<file path="src/rtl/mmss_countdown_pkg.sv">
// Shared types and constants for the mm:ss countdown timer.
package countdown_pkg;

    typedef enum logic [1:0] {
        IDLE   = 2'd0,
        RUN    = 2'd1,
        PAUSED = 2'd2,
        DONE   = 2'd3
    } countdown_state_t;

    localparam logic [3:0] SEC_TENS_MAX = 4'd5;
    localparam logic [3:0] DIGIT_MAX    = 4'd9;

    // Saturate a preset digit to the largest legal value for its position.
    function automatic logic [3:0] clamp_digit(input logic [3:0] val, input logic [3:0] max);
        return (val > max) ? max : val;
    endfunction

endpackage

</file>
<file path="src/rtl/mmss_countdown_bcd_down_digit.sv">
// One BCD digit of a borrow-chained down counter. Wraps 0 -> MAX on a
// decrement and raises a combinational borrow for the next digit up.
module bcd_down_digit
    import countdown_pkg::*;
#(
    parameter logic [3:0] MAX = DIGIT_MAX
) (
    input  logic       clk,
    input  logic       reset,
    input  logic       load,
    input  logic [3:0] load_val,
    input  logic       dec,
    output logic [3:0] digit,
    output logic       is_zero,
    output logic       borrow
);

    logic [3:0] r_digit;

    // Digit register: load beats decrement.
    always_ff @(posedge clk or posedge reset) begin
        if (reset) begin
            r_digit <= '0;
        end else if (load) begin
            r_digit <= clamp_digit(load_val, MAX);
        end else if (dec) begin
            r_digit <= (r_digit == 4'd0) ? MAX : r_digit - 4'd1;
        end
    end

    assign digit   = r_digit;
    assign is_zero = (r_digit == 4'd0);
    assign borrow  = dec & is_zero;

endmodule

</file>
<file path="src/rtl/mmss_countdown.sv">
// Four-digit BCD mm:ss countdown timer (00:00 .. 99:59).
// Optional feature: define MMSS_COUNTDOWN_AUTORELOAD_EN to reload the last
// preset on reaching 00:00 and keep running instead of stopping in DONE.
module mmss_countdown
    import countdown_pkg::*;
(
    input  logic       clk,
    input  logic       reset,
    input  logic       tick,
    input  logic       load,
    input  logic       start,
    input  logic       pause,
    input  logic [3:0] preset_min_tens,
    input  logic [3:0] preset_min_ones,
    input  logic [3:0] preset_sec_tens,
    input  logic [3:0] preset_sec_ones,
    output logic [3:0] min_tens,
    output logic [3:0] min_ones,
    output logic [3:0] sec_tens,
    output logic [3:0] sec_ones,
    output logic       running,
    output logic       done,
    output logic       expired
);

    countdown_state_t r_state;
    logic             r_done;

    logic w_dec;
    logic w_zero_all;
    logic w_will_zero;
    logic w_digit_load;
    logic w_zero_so, w_zero_st, w_zero_mo, w_zero_mt;
    logic w_borrow_so, w_borrow_st, w_borrow_mo;
    logic [3:0] w_lv_mt, w_lv_mo, w_lv_st, w_lv_so;

    assign w_zero_all = w_zero_so & w_zero_st & w_zero_mo & w_zero_mt;

    // Only a tick in RUN that is not overridden by load/pause decrements;
    // the zero guard keeps the value from ever wrapping below 00:00.
    assign w_dec = (r_state == RUN) & tick & ~load & ~pause & ~w_zero_all;

    // This decrement lands exactly on 00:00.
    assign w_will_zero = w_dec & (sec_ones == 4'd1) & w_zero_st & w_zero_mo & w_zero_mt;

`ifdef MMSS_COUNTDOWN_AUTORELOAD_EN
    logic [3:0] r_sh_mt, r_sh_mo, r_sh_st, r_sh_so;

    // Shadow of the last clamped preset, used to restart at zero.
    always_ff @(posedge clk or posedge reset) begin
        if (reset) begin
            r_sh_mt <= '0;
            r_sh_mo <= '0;
            r_sh_st <= '0;
            r_sh_so <= '0;
        end else if (load) begin
            r_sh_mt <= clamp_digit(preset_min_tens, DIGIT_MAX);
            r_sh_mo <= clamp_digit(preset_min_ones, DIGIT_MAX);
            r_sh_st <= clamp_digit(preset_sec_tens, SEC_TENS_MAX);
            r_sh_so <= clamp_digit(preset_sec_ones, DIGIT_MAX);
        end
    end

    // Reaching zero reuses the digit load path, which overrides the
    // decrement, so the reload happens on the same edge.
    assign w_digit_load = load | w_will_zero;
    assign w_lv_mt      = load ? preset_min_tens : r_sh_mt;
    assign w_lv_mo      = load ? preset_min_ones : r_sh_mo;
    assign w_lv_st      = load ? preset_sec_tens : r_sh_st;
    assign w_lv_so      = load ? preset_sec_ones : r_sh_so;
    assign expired      = 1'b0;
`else
    assign w_digit_load = load;
    assign w_lv_mt      = preset_min_tens;
    assign w_lv_mo      = preset_min_ones;
    assign w_lv_st      = preset_sec_tens;
    assign w_lv_so      = preset_sec_ones;
    assign expired      = (r_state == DONE);
`endif

    bcd_down_digit #(.MAX(DIGIT_MAX)) u_sec_ones (
        .clk(clk), .reset(reset), .load(w_digit_load), .load_val(w_lv_so),
        .dec(w_dec), .digit(sec_ones), .is_zero(w_zero_so), .borrow(w_borrow_so)
    );

    bcd_down_digit #(.MAX(SEC_TENS_MAX)) u_sec_tens (
        .clk(clk), .reset(reset), .load(w_digit_load), .load_val(w_lv_st),
        .dec(w_borrow_so), .digit(sec_tens), .is_zero(w_zero_st), .borrow(w_borrow_st)
    );

    bcd_down_digit #(.MAX(DIGIT_MAX)) u_min_ones (
        .clk(clk), .reset(reset), .load(w_digit_load), .load_val(w_lv_mo),
        .dec(w_borrow_st), .digit(min_ones), .is_zero(w_zero_mo), .borrow(w_borrow_mo)
    );

    bcd_down_digit #(.MAX(DIGIT_MAX)) u_min_tens (
        .clk(clk), .reset(reset), .load(w_digit_load), .load_val(w_lv_mt),
        .dec(w_borrow_mo), .digit(min_tens), .is_zero(w_zero_mt), .borrow()
    );

    // Control FSM with the registered done pulse; load has top priority.
    always_ff @(posedge clk or posedge reset) begin
        if (reset) begin
            r_state <= IDLE;
            r_done  <= 1'b0;
        end else begin
            r_done <= w_will_zero;
            if (load) begin
                r_state <= IDLE;
            end else begin
                case (r_state)
                    IDLE: begin
                        if (start && !pause && !w_zero_all) r_state <= RUN;
                    end
                    RUN: begin
                        if (pause) begin
                            r_state <= PAUSED;
                        end else if (w_will_zero) begin
`ifdef MMSS_COUNTDOWN_AUTORELOAD_EN
                            r_state <= RUN;
`else
                            r_state <= DONE;
`endif
                        end
                    end
                    PAUSED: begin
                        if (start && !pause) r_state <= RUN;
                    end
                    DONE: begin
                        r_state <= DONE;
                    end
                    default: r_state <= IDLE;
                endcase
            end
        end
    end

    assign running = (r_state == RUN);
    assign done    = r_done;

endmodule

</file>
<file path="config.mk">
export PLATFORM = sky130hd
export DESIGN_NAME = mmss_countdown
export DESIGN_NICKNAME = d
export VERILOG_FILES = /design/src/rtl/mmss_countdown_pkg.sv /design/src/rtl/mmss_countdown_bcd_down_digit.sv /design/src/rtl/mmss_countdown.sv
export SDC_FILE = /design/constraint.sdc
export NUM_CORES = 1
export LEC_CHECK = 0
export BUFFER_PORTS_ARGS = -buffer_cell sky130_fd_sc_hd__buf_2
export CORE_MARGIN = 10
export CORE_UTILIZATION = 49
export CTS_CLUSTER_DIAMETER = 120
export DETAILED_ROUTE_END_ITERATION = 7
export PLACE_DENSITY = 0.78
export SYNTH_ARGS = -nofsm -noshare
export SYNTH_HDL_FRONTEND = slang
export SYNTH_SLANG_ARGS = --single-unit
</file>
<file path="constraint.sdc">
create_clock -name clk -period 2.6 [get_ports clk]
set_input_delay 0.52 -clock clk [delete_from_list [all_inputs] [get_ports clk]]
set_output_delay 0.52 -clock clk [all_outputs]
set_load 0.01 [all_outputs]
</file>
# After elaboration in Yosys (flattened, before gate mapping)
# Cells that the tools add are included.
[op_classes]
n_addsub = 4
mul = 0
div = 0
order_cmp = 4
eq_ne = 7
shifts = 0
n_mux = 22
n_bitwise = 17
reduce_logical = 14
[op_table]
columns = ["operator", "n"]
rows = [
  ["$mux 4", 16],
  ["$logic_not 4->1", 4],
  ["$sub 4x1->4 const B", 4],
  ["$and 1x1->1", 14],
  ["$gt 4x4->1 const B", 3],
  ["$mux 2", 5],
  ["$pmux 2 s4", 1],
  ["$reduce_bool 2->1", 4],
  ["$ne 3x3->1 const B", 2],
  ["$eq 2x2->1 const B", 2],
  ["$eq 4x1->1 const B", 1],
  ["$gt 4x3->1 const B", 1],
  ["$ne 4x3->1 const B", 1],
  ["$not 1->1", 3],
  ["$reduce_and 3->1", 1],
  ["$eq 2x1->1 const B", 1],
  ["$logic_and 1x1->1", 2],
  ["$logic_not 1->1", 2],
  ["$logic_not 2->1", 1],
]
[word_totals]
reg_bits = 19
latch_bits = 0
ram_bits = 0
romBits = 0
out_inout_bits = 19
memories = 0

# Longest topological paths before layout
[logic_depth]
depth_word = 14
mapped_depth = 5

# Cells and area by module
# From an unflattened synthesis, not the netlist that was laid out.
[hier_totals]
hier_cells = 122
area_unflattened_um2 = 1188.6
[by_module_without_submodules]
columns = ["module", "n_inst", "cells_per_inst", "area_per_inst_um2", "seq_area_each_um2"]
rows = [
  ["bcd_down_digit (u_min_ones ...)", 3, 25, 254.0, 100.1],
  ["bcd_down_digit (u_sec_tens)", 1, 24, 234.0, 100.1],
  ["mmss_countdown", 1, 23, 192.7, 75.1],
]

# Least setup slack after synthesis
# Ideal clock, no wire load.
[synth_path]
path_kind = "input port to flip-flop"
start = "in load"
end = "reg u_sec_tens.r_digit[1], in the netlist u_sec_tens.digit[1]"
arrival_time_ns = 1.944
required_ns = 2.474
path_slack_ns = 0.530
path_stages = 5
path_buffers = 1
cell_sequence = "buf_6 > nor4b_4 > nand3_4 > or3_1 > a311o_1"
[synth_between]
elab_chain_len = 6
word_cells_on_any_way = 7
[synth_rtl]
columns = ["element", "line_no", "rtl"]
rows = [
  ["start, declared", "mmss_countdown.sv:10", "input logic load,"],
  ["$not 1->1", "mmss_countdown.sv:41", "assign w_dec = (r_state == RUN) & tick & ~load & ~pause & ~w_zero_all;"],
  ["$and 1x1->1 (3 in a row)", "mmss_countdown.sv:41", ""],
  ["$and 1x1->1", "mmss_countdown_bcd_down_digit.sv:33", "assign borrow = dec & is_zero;"],
  ["$reduce_bool 2->1 (no source line)", "--", ""],
  ["end signal, assigned", "mmss_countdown_bcd_down_digit.sv:25", "r_digit <= clamp_digit(load_val, MAX);"],
  ["end signal, assigned", "mmss_countdown_bcd_down_digit.sv:27", "r_digit <= (r_digit == 4'd0) ? MAX : r_digit - 4'd1;"],
  ["end, declared", "mmss_countdown_bcd_down_digit.sv:18", "logic [3:0] r_digit;"],
]
# Parallel ways exist; a longest one is shown, timed or not.
# A chain may end at the register's enable or synchronous reset.

# Worst setup path after layout
[layout_path]
start = "reg u_sec_tens.r_digit[2], in the netlist u_sec_tens.digit[2]"
end = "reg u_min_tens.r_digit[1], in the netlist u_min_tens.digit[1]"
[layout_between]
elab_chain_len = 10
[layout_rtl]
columns = ["element", "line_no", "rtl"]
rows = [
  ["$logic_not 4->1 *", "mmss_countdown_bcd_down_digit.sv:32", "assign is_zero = (r_digit == 4'd0);"],
  ["$and 1x1->1 (3 in a row)", "mmss_countdown.sv:37", "assign w_zero_all = w_zero_so & w_zero_st & w_zero_mo & w_zero_mt;"],
  ["$not 1->1", "mmss_countdown.sv:41", ""],
  ["$and 1x1->1", "mmss_countdown.sv:41", ""],
  ["$and 1x1->1", "mmss_countdown_bcd_down_digit.sv:33", ""],
  ["$and 1x1->1 * (2 in a row)", "mmss_countdown_bcd_down_digit.sv:33", ""],
  ["$reduce_bool 2->1 (no source line) *", "--", ""],
  ["end signal, assigned", "mmss_countdown_bcd_down_digit.sv:25", ""],
  ["end signal, assigned", "mmss_countdown_bcd_down_digit.sv:27", ""],
  ["end, declared", "mmss_countdown_bcd_down_digit.sv:18", ""],
]
# Every way passes the cells marked *; elsewhere a longest branch is shown, timed or not.

==> summary.md <==
| Metric | Value |
|---|---|
| Status | finished clean |
| Initial Util | 52.4% |
| Clock sinks | 19 |
| I/O pin total | 41 |
| Worst Path Max Fanout | 10 |
| Vias in the first global route | 1,131 |
| Syn nets | 149 |
| Fraction of registers with async set/reset | 100% |
| First-pass GRT wire length | roughly 5.2 mm |
| Placement Setup Slack | approximately 0.4 ns |
| Total Neg Setup Slack | 0 ns |
| Req. time, crit path | 2.81 ns |
| TritonCTS clock tree | done |
| Final-stage net count | between 150 and 200 |
| Top-count cell post-synth | dfrtp_1 |
| Pre-antenna DRT Iters | 5 |
| Dpl cell area | 1410 um2 |
| Core area | roughly 2300 um2 |
| Worst hold path type | primary input to asynchronous set/reset pin |
| Post-route cell area | 1430 um2 |
| Multi-input gate area | about 660 um2 |
| Post-synth EDFFs | 0 |
| Height of the die | 69.1 um |
| Via count | approximately 1,200 |
| Flop2flop setup slack | about 0.54 ns |
| Maximum clock path buffer count | 2 |
| Worst skew pair latency | about 0.3 ns |
| Crit start category | register |
| Max cap viols | 0 |
| Hold Fails Final Rpt | 0 |
| Final min period | ~2.1 ns |
| Routed Antenna Nets | 0 |
| Top cells by area, synth | dfrtp_1 (40%), o211ai_1 (4.4%), o21ai_0 (3.4%), nand2_1 (3.2%), nor2_1 (2.9%) |
| Routability congestion estimate | about 0.81 |
| Top FF cell, synth | dfrtp_1 |
| CP endpoint kind | register |
| # diodes | 0 |
| CTS Root Cell | clkbuf_4 |
| Library cells used by synthesis | 44 |
| Slew headroom | approximately half |
| Maximum clock frequency | 0.486 GHz |
| Reg area | 475 um2 |
| Final HPWL DP | about 2.4 mm |
| Post-Syn Instances | 127 |
| 1st-iter DRT viols | between 60 and 70 |
| Final Worst Setup Slack | about 0.54 ns |
| Drt wl/cell | approximately 16 um |
| Routed WL | 3.15 mm |
| Gr usage total | about an eighth |
| R2r worst-path depth | 4 |
| Area Growth Syn to Fin | 21.2% |
| Worst Max-Slew Pin Slew | about 0.76 ns |
| Largest net degree at the start of global routing | 28 |
| Mapped Area | roughly 1200 um2 |
| Share of cells above drive strength 1 | 31.0% |
| H-tree depth | 1 |
| Setup-failing EPs final | 0 |
| Fin Hold WS | between 0.3 and 0.4 ns |
| Final-layout fill cell count | 213 |
| # port buffers | 40 |
| Yosys warning count | 0 |
| Global route overflow | 0 |
| Initial antenna violation count | 0 |
| Peak VDD IR | 0.315 mV |
| DRC errors left | 0 |
| RSZ-0062 raised after global routing | false |
| Fin. max-slew vios | 0 |
| Most common library cells after synthesis | dfrtp_1 (19), nand2_1 (10), nor2_1 (9) |
| Period utilization | 79.1% |
| Post-synth top area share | ~40% |
| Fin Clk Skew | between 0.006 and 0.007 ns |
| Rows | 17 |
| CTS Buf Count | 3 |
| Mean post-synth cell area | 9.31 um2 |
| Setup Crit Path Kind | register to register |
| Sequential area share after synthesis | between 40% and 50% |
| Power Dens Cells | about 440 nW/um2 |
| Chip width | between 60 and 70 um |
| Post-cts sizing count | 0 |
| Synth area leader | dfrtp_1 |
| Vias per cell | approximately 6 |
| CP arrival | 2.27 ns |
| Leak | between 0.6 and 0.7 nW |
| Clock transition at the registers of the reported paths | 0.11 ns |
| Flops & latches, synth | 19 |
| Hold Buf Count CTS | 0 |
| Post-CTS setup repair buffer count | 0 |
| Die area | between 4000 and 5000 um2 |
## final cells by class
cell class                 instances  share of cell area (%)
multi-input combinational         97                    45.9
sequential                        19                    33.2
timing repair buffer              42                    15.0
tap                               28                    2.45
clock buffer                       4                    1.83
inverter                           6                    1.57
## per-stage QoR
step                util, %  power, W  instances
global placement       62.4  0.000483        192
CTS                    63.5  0.000638        196
finish                 63.5  0.000632        196
detailed placement     62.4  0.000488        192
global route           63.5  0.000671        196
floorplan                 -  0.000426        127
## worst paths after layout
kind                                            startpoint                              end
max                        u_sec_tens.digit[2]$_DFFE_PP0P_  u_min_tens.digit[1]$_DFFE_PP0P_
max reg2reg                u_sec_tens.digit[2]$_DFFE_PP0P_  u_min_tens.digit[1]$_DFFE_PP0P_
min                                                  reset  u_sec_tens.digit[1]$_DFFE_PP0P_
min reg2reg                u_sec_tens.digit[3]$_DFFE_PP0P_  u_sec_tens.digit[3]$_DFFE_PP0P_
max in group asynchronous                            reset  u_min_tens.digit[1]$_DFFE_PP0P_
min in group clk                        preset_sec_ones[3]  u_sec_ones.digit[1]$_DFFE_PP0P_
## placed cells by master (no fill, tap or decap), types with 2 or more instances in the layout
master,n
buf_2,40
mux2i_1,3
a21oi_1,6
o21a_1,2
o22ai_1,2
o31a_1,3
o311ai_0,3
nor2_1,9
or3_1,5
clkbuf_4,3
or4_1,3
nor4_1,5
nand2_1,10
inv_1,6
o211ai_1,7
dfrtp_1,19
nand3_1,2
buf_4,2
or2_2,3
nor2b_1,3
o21ai_0,8
## metal layers
metal | GRT usage, % | wire length [um] | vias up
li1 | - | - | 578
met5 | 0 | 0 | -
met2 | 21.2 | 1560 | 42
met1 | 14.6 | 1350 | 559
met4 | 2.66 | 23 | 0
met3 | 3.85 | 223 | 4
## cells by family (layout without fill, tap and decap cells)
kind of cell    count (synthesis)  count (layout)  share of synthesized area (%)
buf+inv                        11              52                           4.13
simple gates                   52              52                           27.8
mux                             3               3                           2.54
flops                          19              19                           40.2
compound gates                 42              42                           25.3
## state kept, by name, indices dropped and copies added, names as in the netlist
name              flops
u_sec_ones.digit      4
u_min_tens.digit      4
u_min_ones.digit      4
r_state               2
u_sec_tens.digit      4
done                  1
## report_power, final
part | switching [W] | internal [W] | total (W)
Combinational | 0.0000757 | 0.0000607 | 0.000136
Clock | 0.0000910 | 0.0000597 | 0.000151
Sequential | 0.0000296 | 0.000316 | 0.000345
Total | 0.000196 | 0.000436 | 0.000632
## critical path: stages (launching register included)
cell and delay, ns:
dfrtp_1 0.44, nor4_1 0.59, nand4_2 0.32, or4_1 0.54, o211ai_1 0.10
(Power assumes the default switching activity.)
